==> config.mk <==
export PLATFORM = sky130hd
export DESIGN_NAME = spi_slave_regfile
export DESIGN_NICKNAME = d
export VERILOG_FILES = /design/src/rtl/spi_slave_regfile.sv
export SDC_FILE = /design/constraint.sdc
export NUM_CORES = 1
export LEC_CHECK = 0
export ABC_AREA = 1
export CAP_MARGIN = 10
export CORE_UTILIZATION = 40
export DETAILED_ROUTE_END_ITERATION = 8
export PLACE_DENSITY = 0.68
export SYNTH_ARGS = -nofsm -noshare
export SYNTH_HDL_FRONTEND = slang
export SYNTH_SLANG_ARGS = --single-unit
==> constraint.sdc <==
create_clock -name sys_clk -period 6.8 [get_ports sys_clk]
set_clock_uncertainty 0.2 [all_clocks]
set_input_delay 1.7 -clock sys_clk [delete_from_list [all_inputs] [get_ports sys_clk]]
set_output_delay 1.7 -clock sys_clk [all_outputs]
set_load 0.01 [all_outputs]
==> src/rtl/spi_slave_regfile.sv <==
// rtl/spi_slave_regfile.sv - SPI mode-0 slave with byte register file (optional IRQ: SPI_SLAVE_IRQ_EN)
module spi_slave_regfile #(
    parameter int NREGS = 16
) (
    input  logic               sys_clk,
    input  logic               sys_nreset,
    input  logic               spi_s_sclk,
    input  logic               spi_s_mosi,
    input  logic               spi_s_ss,
    output logic               spi_s_miso,
    input  logic               reg_wr_en,
    input  logic [5:0]         reg_wr_addr,
    input  logic [7:0]         reg_wr_data,
    output logic               access_valid,
    output logic               access_write,
    output logic [5:0]         access_addr,
    output logic [7:0]         access_data,
    output logic [NREGS*8-1:0] regs_out,
    output logic               spi_irq,
    input  logic               irq_clear
);
    typedef enum logic [1:0] {IDLE, CMD, DATA} state_t;

    state_t      state_q, state_d;
    logic        sclk_s1_q, sclk_s2_q, sclk_s3_q;
    logic        mosi_s1_q, mosi_s2_q, ss_s1_q, ss_s2_q;
    logic        rise_q, fall_q, mosi_q;
    logic [2:0]  bitcnt_q, bitcnt_d;
    logic [7:0]  rx_q, rx_d, tx_q, tx_d, txbyte_q, txbyte_d;
    logic        rw_q, rw_d, inc_q, inc_d;
    logic [5:0]  addr_q, addr_d;
    logic        miso_q, miso_d;
    logic        acc_valid_q, acc_valid_d, acc_write_q, acc_write_d;
    logic [5:0]  acc_addr_q, acc_addr_d;
    logic [7:0]  acc_data_q, acc_data_d;
    logic        spi_we;
    logic [7:0]  rx_byte;
    logic [7:0]  regs_q [NREGS];

    // Unimplemented addresses read as zero.
    function automatic logic [7:0] rd_reg(input logic [5:0] a);
        logic [7:0] v;
        v = 8'h00;
        for (int i = 0; i < NREGS; i++) begin
            if (a == 6'(i)) v = regs_q[i];
        end
        return v;
    endfunction

    // The edge pulses and mosi are registered together so they stay aligned.
    always_ff @(posedge sys_clk or negedge sys_nreset) begin
        if (!sys_nreset) begin
            sclk_s1_q <= 1'b0; sclk_s2_q <= 1'b0; sclk_s3_q <= 1'b0;
            mosi_s1_q <= 1'b0; mosi_s2_q <= 1'b0;
            ss_s1_q   <= 1'b1; ss_s2_q   <= 1'b1;
            rise_q    <= 1'b0; fall_q    <= 1'b0; mosi_q <= 1'b0;
        end else begin
            sclk_s1_q <= spi_s_sclk; sclk_s2_q <= sclk_s1_q; sclk_s3_q <= sclk_s2_q;
            mosi_s1_q <= spi_s_mosi; mosi_s2_q <= mosi_s1_q;
            ss_s1_q   <= spi_s_ss;   ss_s2_q   <= ss_s1_q;
            rise_q    <= sclk_s2_q & ~sclk_s3_q;
            fall_q    <= ~sclk_s2_q & sclk_s3_q;
            mosi_q    <= mosi_s2_q;
        end
    end

    always_ff @(posedge sys_clk or negedge sys_nreset) begin
        if (!sys_nreset) begin
            state_q     <= IDLE;
            bitcnt_q    <= 3'd0;
            rx_q        <= 8'h00;
            tx_q        <= 8'h00;
            txbyte_q    <= 8'h00;
            rw_q        <= 1'b0;
            inc_q       <= 1'b0;
            addr_q      <= 6'd0;
            miso_q      <= 1'b0;
            acc_valid_q <= 1'b0;
            acc_write_q <= 1'b0;
            acc_addr_q  <= 6'd0;
            acc_data_q  <= 8'h00;
        end else begin
            state_q     <= state_d;
            bitcnt_q    <= bitcnt_d;
            rx_q        <= rx_d;
            tx_q        <= tx_d;
            txbyte_q    <= txbyte_d;
            rw_q        <= rw_d;
            inc_q       <= inc_d;
            addr_q      <= addr_d;
            miso_q      <= miso_d;
            acc_valid_q <= acc_valid_d;
            acc_write_q <= acc_write_d;
            acc_addr_q  <= acc_addr_d;
            acc_data_q  <= acc_data_d;
        end
    end

    always_comb begin
        state_d     = state_q;
        bitcnt_d    = bitcnt_q;
        rx_d        = rx_q;
        tx_d        = tx_q;
        txbyte_d    = txbyte_q;
        rw_d        = rw_q;
        inc_d       = inc_q;
        addr_d      = addr_q;
        miso_d      = miso_q;
        acc_valid_d = 1'b0;
        acc_write_d = acc_write_q;
        acc_addr_d  = acc_addr_q;
        acc_data_d  = acc_data_q;
        spi_we      = 1'b0;
        rx_byte     = {rx_q[6:0], mosi_q};
        if (ss_s2_q) begin
            state_d = IDLE;
            miso_d  = 1'b0;
        end else if (state_q == IDLE) begin
            state_d  = CMD;
            bitcnt_d = 3'd0;
            tx_d     = 8'h00;
            miso_d   = 1'b0;
        end else begin
            if (fall_q) begin
                miso_d = tx_q[7];
                tx_d   = {tx_q[6:0], 1'b0};
            end
            if (rise_q) begin
                rx_d     = rx_byte;
                bitcnt_d = bitcnt_q + 3'd1;
                if (bitcnt_q == 3'd7) begin
                    if (state_q == CMD) begin
                        rw_d    = rx_byte[7];
                        inc_d   = rx_byte[6];
                        addr_d  = rx_byte[5:0];
                        state_d = DATA;
                        if (rx_byte[7]) begin
                            txbyte_d = rd_reg(rx_byte[5:0]);
                            tx_d     = txbyte_d;
                        end
                    end else begin
                        acc_valid_d = 1'b1;
                        acc_write_d = ~rw_q;
                        acc_addr_d  = addr_q;
                        addr_d      = addr_q + {5'd0, inc_q};
                        if (rw_q) begin
                            acc_data_d = txbyte_q;
                            txbyte_d   = rd_reg(addr_q + {5'd0, inc_q});
                            tx_d       = txbyte_d;
                        end else begin
                            acc_data_d = rx_byte;
                            spi_we     = 1'b1;
                        end
                    end
                end
            end
        end
    end

    // SPI write is checked first so it wins a same-address collision.
    always_ff @(posedge sys_clk or negedge sys_nreset) begin
        if (!sys_nreset) begin
            for (int i = 0; i < NREGS; i++) regs_q[i] <= 8'h00;
        end else begin
            for (int i = 0; i < NREGS; i++) begin
                if (spi_we && addr_q == 6'(i)) regs_q[i] <= rx_byte;
                else if (reg_wr_en && reg_wr_addr == 6'(i)) regs_q[i] <= reg_wr_data;
            end
        end
    end

    for (genvar g = 0; g < NREGS; g++) begin : g_regs_out
        assign regs_out[8*g +: 8] = regs_q[g];
    end

    assign spi_s_miso   = miso_q;
    assign access_valid = acc_valid_q;
    assign access_write = acc_write_q;
    assign access_addr  = acc_addr_q;
    assign access_data  = acc_data_q;

`ifdef SPI_SLAVE_IRQ_EN
    logic flag_q, irq_q;

    // Leaving a non-IDLE state on synced ss high is exactly the ss rising edge.
    always_ff @(posedge sys_clk or negedge sys_nreset) begin
        if (!sys_nreset) begin
            flag_q <= 1'b0;
            irq_q  <= 1'b0;
        end else begin
            if (state_q == IDLE && !ss_s2_q) flag_q <= 1'b0;
            else if (spi_we)                 flag_q <= 1'b1;
            if (state_q != IDLE && ss_s2_q && flag_q) irq_q <= 1'b1;
            else if (irq_clear)                       irq_q <= 1'b0;
        end
    end
    assign spi_irq = irq_q;
`else
    logic unused_irq_clear;
    assign unused_irq_clear = irq_clear;
    assign spi_irq          = 1'b0;
`endif
endmodule

-- Yosys cells after proc, flatten, opt, wreduce, memory -nomap -nowiden
Index checks and enable logic that the tools add are counted.
- output and inout port bits: 146
- flip-flop bits (word level): 191
- logic and storage cells: 275
- reduce and logical (&&, ||, !) cells: 66
- mux-type cells: 97
- bitwise gates (word level): 8
- equal/unequal tests: 63
- $add $sub $neg: 2
- operators with widths (cell ; number):
    two-way mux 8 bit ; 75
    == test 6 x 4 -> 1 bit (second input constant) ; 32
    == test 6 x 3 -> 1 bit (second input constant) ; 16
    == test 6 x 2 -> 1 bit (second input constant) ; 8
    nonzero test 2 bit ; 18
    logical AND 1 bit ; 32
    == test 6 x 1 -> 1 bit (second input constant) ; 4
    logical NOT 6 bit ; 4
    two-way mux 1 bit ; 14
    nonzero test 3 bit ; 4
    two-way mux 2 bit ; 5
    AND reduction 5 bit ; 2
    adder 6 x 1 -> 6 bit ; 1
    two-way mux 3 bit ; 2
    two-way mux 6 bit ; 1
    NOT 1 bit ; 6
    AND reduction 3 bit ; 2
    AND reduction 6 bit ; 1
    AND reduction 4 bit ; 1
    adder 3 x 1 -> 3 bit (second input constant) ; 1
    == test 3 bit (second input constant) ; 1
    bitwise AND 1 bit ; 2
    == test 2 x 1 -> 1 bit (second input constant) ; 1
    logical NOT 2 bit ; 1
    other kinds (2) ; 2

-- Longest topological paths before layout
- word-level depth: 23
- gate-level depth with buffers: 23
- gate-level depth less buffers: 23

-- Worst setup path after synthesis
Ideal clock, no wire load.
- kind: input -> register
- start point: in reg_wr_addr[5]
- end point: reg regs_q, in the netlist regs_out[80]
- slack: 3.647 ns
- data arrival time: 2.811 ns
- path buffers: 0
- stages: 8
- data required time: 6.458 ns
- cell sequence: nor2_1 nand2_1 inv_1 nand3_1 nor2_1 nor2_1 inv_1 o221ai_1
- longest elaborated chain between the ends: 3
- RTL lines (element ; RTL line ; text):
    from (decl) ; 12 ; input logic [5:0] reg_wr_addr,
    == test 6 x 4 -> 1 bit ; 167 ; else if (reg_wr_en && reg_wr_addr == 6'(i)) regs_q[i] <= reg_wr_data;
    logical AND 1 bit ; 167 ;
    nonzero test 2 bit (no line) ; n/a ;
    to (signal, indexed assignment) ; 166 ; if (spi_we && addr_q == 6'(i)) regs_q[i] <= rx_byte;
    to (signal, indexed assignment) ; 167 ;
    to (decl) ; 38 ; logic [7:0] regs_q [NREGS];
Every way passes these cells.
A chain may end at the register's enable or synchronous reset.

-- Final worst setup path
- start point: reg bitcnt_q[0]
- end point: reg regs_q, in the netlist regs_out[126]
- longest elaborated chain between the ends: 7
- elaborated cells between the ends (all ways): 8
- RTL lines (element ; RTL line ; text):
    from (decl) ; 28 ; logic [2:0] bitcnt_q, bitcnt_d;
    from (signal assigned) ; 84 ; bitcnt_q <= bitcnt_d;
    == test 3 bit * ; 131 ; if (bitcnt_q == 3'd7) begin
    two-way mux 1 bit * ; 131 ;
    two-way mux 1 bit * ; 128 ; if (rise_q) begin
    two-way mux 1 bit * ; 118 ; end else if (state_q == IDLE) begin
    two-way mux 1 bit * ; 115 ; if (ss_s2_q) begin
    logical AND 1 bit * ; 166 ;
    two-way mux 8 bit / nonzero test 2 bit (equally long branches) ; n/a ;
Mark *: on every way between the ends. The rest lies on a longest branch, timed or not.

==> results.json <==
{
  "cp-end-kind": "register",
  "synth_area_per_cell_um2": 7.382,
  "n_fill_cell": 2737,
  "die_w_um": 169.6,
  "max-clock-path-buffers": 2,
  "worst-endpoint-required_ns": 6.87,
  "final_antenna_net_count": 0,
  "wl_met3_um": 5427,
  "ys_ff_latch": 191,
  "fmax_mhz": 245.2,
  "track_usage": 0.3411,
  "topRoutingLayerUsed": "met4",
  "drc": 0,
  "cts_setup_buffers": 0,
  "grt_pass1_vias": 10960,
  "clock_latency_ns": 0.45,
  "route.met2.wl_um": 21270,
  "first_pass_iters": 6,
  "multiInputGateArea_um2": 5479,
  "n_antenna_cell": 0,
  "power.density_nw_per_um2": 269.3,
  "synth_edf_count": 0,
  "drive_above_1_share": 0.05352,
  "placed_cell_area_um2": 13160,
  "coreArea_um2": 27710,
  "totalWireLength_um": 49000,
  "synth_warnings": 0,
  "syn-instance-count": 1523,
  "ctsResizeCount": 0,
  "worstMarginPinSlew_ns": 1.444,
  "ir_worst_vdd_mv": 0.1479,
  "yosys-top-cells-count": "nand2_1 (376), dfrtp_1 (189), nand3_1 (186)",
  "vias": 12272,
  "yosysTopAreaCell": "dfrtp_1",
  "design_area_um2": 13790,
  "rsz0062_at_grt": "no",
  "antenna_found_initial": 0,
  "setup_viol": 0,
  "numClockSinks": 191,
  "dieHeight_um": 169.6,
  "gp_congestion": 0.9863,
  "htreeDepth": 4,
  "tns_ns": 0,
  "drt_iter0_drc": 1774,
  "startpoint_type": "register",
  "max_cap_viol_count": 0,
  "fin_crit_sh": 0.5998,
  "worst-path-buf-inv": 3,
  "slowest_stage": "o21ai_1",
  "cp.arrival_ns": 4.15,
  "placementRows": 61,
  "synth_top_area_frac": 0.4207,
  "slew_headroom": 0.03434,
  "syn_area_um2": 11240,
  "initial_core_util": 0.4058,
  "ys.flop_type": "dfrtp_1",
  "crit_family": "simple AND/OR/NAND/NOR gates",
  "cts_tree": "yes",
  "cts_made_buffers": 17,
  "grt_pass1_wl_um": 71580,
  "wl_per_cell_um": 24.01,
  "synthesis.nets": 1548,
  "worst-setup-path-type": "reg2reg",
  "cp_common_cell": "ha_1",
  "area_growth_pct": 22.65,
  "hold_viol": 0,
  "clkTransAtPathRegs_ns": 0.08,
  "outcome": "completed",
  "grt-ovfl-total": 0,
  "ctsHoldBuffers": 0,
  "async_reset_ff_frac": 1.000,
  "die_area_um2": 28780,
  "yosys-top-cells-area": "dfrtp_1 (42%), nand2_1 (13%), nand3_1 (8.3%)",
  "hold_class": "reg2reg",
  "m1WireLength_um": 20800,
  "p_leak_uw": 0.005908,
  "yosysSeqAreaShare": 0.4254,
  "path_cells": "ha_1, ha_1, nand2_2, nor2_1, buf_4, inv_1, nor2_2, inv_2, nor3_1, nand2_1, o21ai_1, o221ai_1",
  "slew_viol_final": 0,
  "grt_max_degree": 95,
  "path_max_fanout": 21,
  "fin_crit_ns": 4.079,
  "cp_slowest_stage_delay_ns": 0.52,
  "cts-root-buf": "clkbuf_16",
  "seqCellArea_um2": 4782,
  "netlist-cell-type-count": 43,
  "dp_hpwl_um": 34150,
  "nets": 1675,
  "synth_most_common_cell": "nand2_1",
  "io_buffer_count": 164,
  "io_pins": 167,
  "viasPerCell": 6.013
}
[registers in the layout (all words and copies together) (netlist names), 2 cells and up]
register	count
regs_out	128
access_data	8
tx_q	8
txbyte_q	8
rx_q	7
access_addr	6
addr_q	6
bitcnt_q	3
state_q	2
[placed cells by master (no fill, tap or decap), types with 4 or more instances in the layout]
master	n
nand2_1	376
dfrtp_1	189
nand3_1	186
inv_1	163
clkdlybuf4s50_1	163
nor2_1	139
o221ai_1	91
a21oi_1	65
o21ai_0	55
nand4_1	43
o211ai_1	37
clkbuf_16	17
o21ai_1	15
buf_4	14
inv_2	12
nor3_1	12
nor2_2	11
a31oi_1	9
o22ai_1	6
clkinv_1	5
o31ai_1	5
inv_6	5
ha_1	4
[metrics by stage]
stage | hold slack [ns] | setup slack [ns] | std cells | utilization | total power (µW)
floorplan | 0.1312 | 3.647 | 1523 | - | 1926
global placement | 0.1325 | 2.722 | 2008 | 0.4750 | 2600
detailed placement | 0.1397 | 2.714 | 2008 | 0.4750 | 2606
CTS | 0.1578 | 2.852 | 2040 | 0.4974 | 3681
global route | 0.1600 | 2.408 | 2041 | 0.4977 | 3830
finish | 0.1568 | 2.721 | 2041 | 0.4977 | 3714
[layout make-up]
| type | count | share of cell area |
|---|---|---|
| clock buffer | 18 | 0.03185 |
| inverter | 180 | 0.04900 |
| clock inverter | 14 | 0.01316 |
| tap | 378 | 0.03430 |
| timing repair buffer | 179 | 0.1275 |
| multi-input combinational | 1081 | 0.3974 |
| sequential | 191 | 0.3468 |
[metal layers]
| metal | GRT usage | up-vias |
|---|---|---|
| met5 | 0 | - |
| met4 | 0.1050 | 0 |
| met3 | 0.07206 | 104 |
| met2 | 0.5141 | 774 |
| met1 | 0.4869 | 5923 |
| li1 | - | 5471 |
[logic make-up (layout without fill, tap and decap cells)]
family / Yosys count / count (layout) / share of synthesized area
adders and majority gates: 4 / 4 / 0.004452
AOI/OAI and AO/OA: 291 / 291 / 0.1737
DFF: 191 / 191 / 0.4254
other: 1 / 1 / 0.0003336
and+or+nand+nor: 785 / 785 / 0.3088
buffers and inverters: 251 / 391 / 0.08726
[worst paths after layout]
| check | startpoint | end | slack [ns] | depth (start not counted) |
|---|---|---|---|---|
| min in group asynchronous | sys_nreset | bitcnt_q[1] | 1.13 | 1 |
| hold reg to reg | ss_s1_q | ss_s2_q | 0.16 | 0 |
| max in group asynchronous | sys_nreset | regs_out[70] | 3.95 | 2 |
| setup / recovery | bitcnt_q[0] | regs_out[126] | 2.72 | 12 |
| hold / removal | ss_s1_q | ss_s2_q | 0.16 | 0 |
| setup reg to reg | bitcnt_q[0] | regs_out[126] | 2.72 | 12 |
[power breakdown]
part / switching [µW] / internal [µW] / total (µW)
combinational: 648 / 447 / 1100
clock: 541 / 545 / 1090
sequential: 240 / 1290 / 1530
total: 1430 / 2280 / 3710
Power figures use the tool's default switching activity.
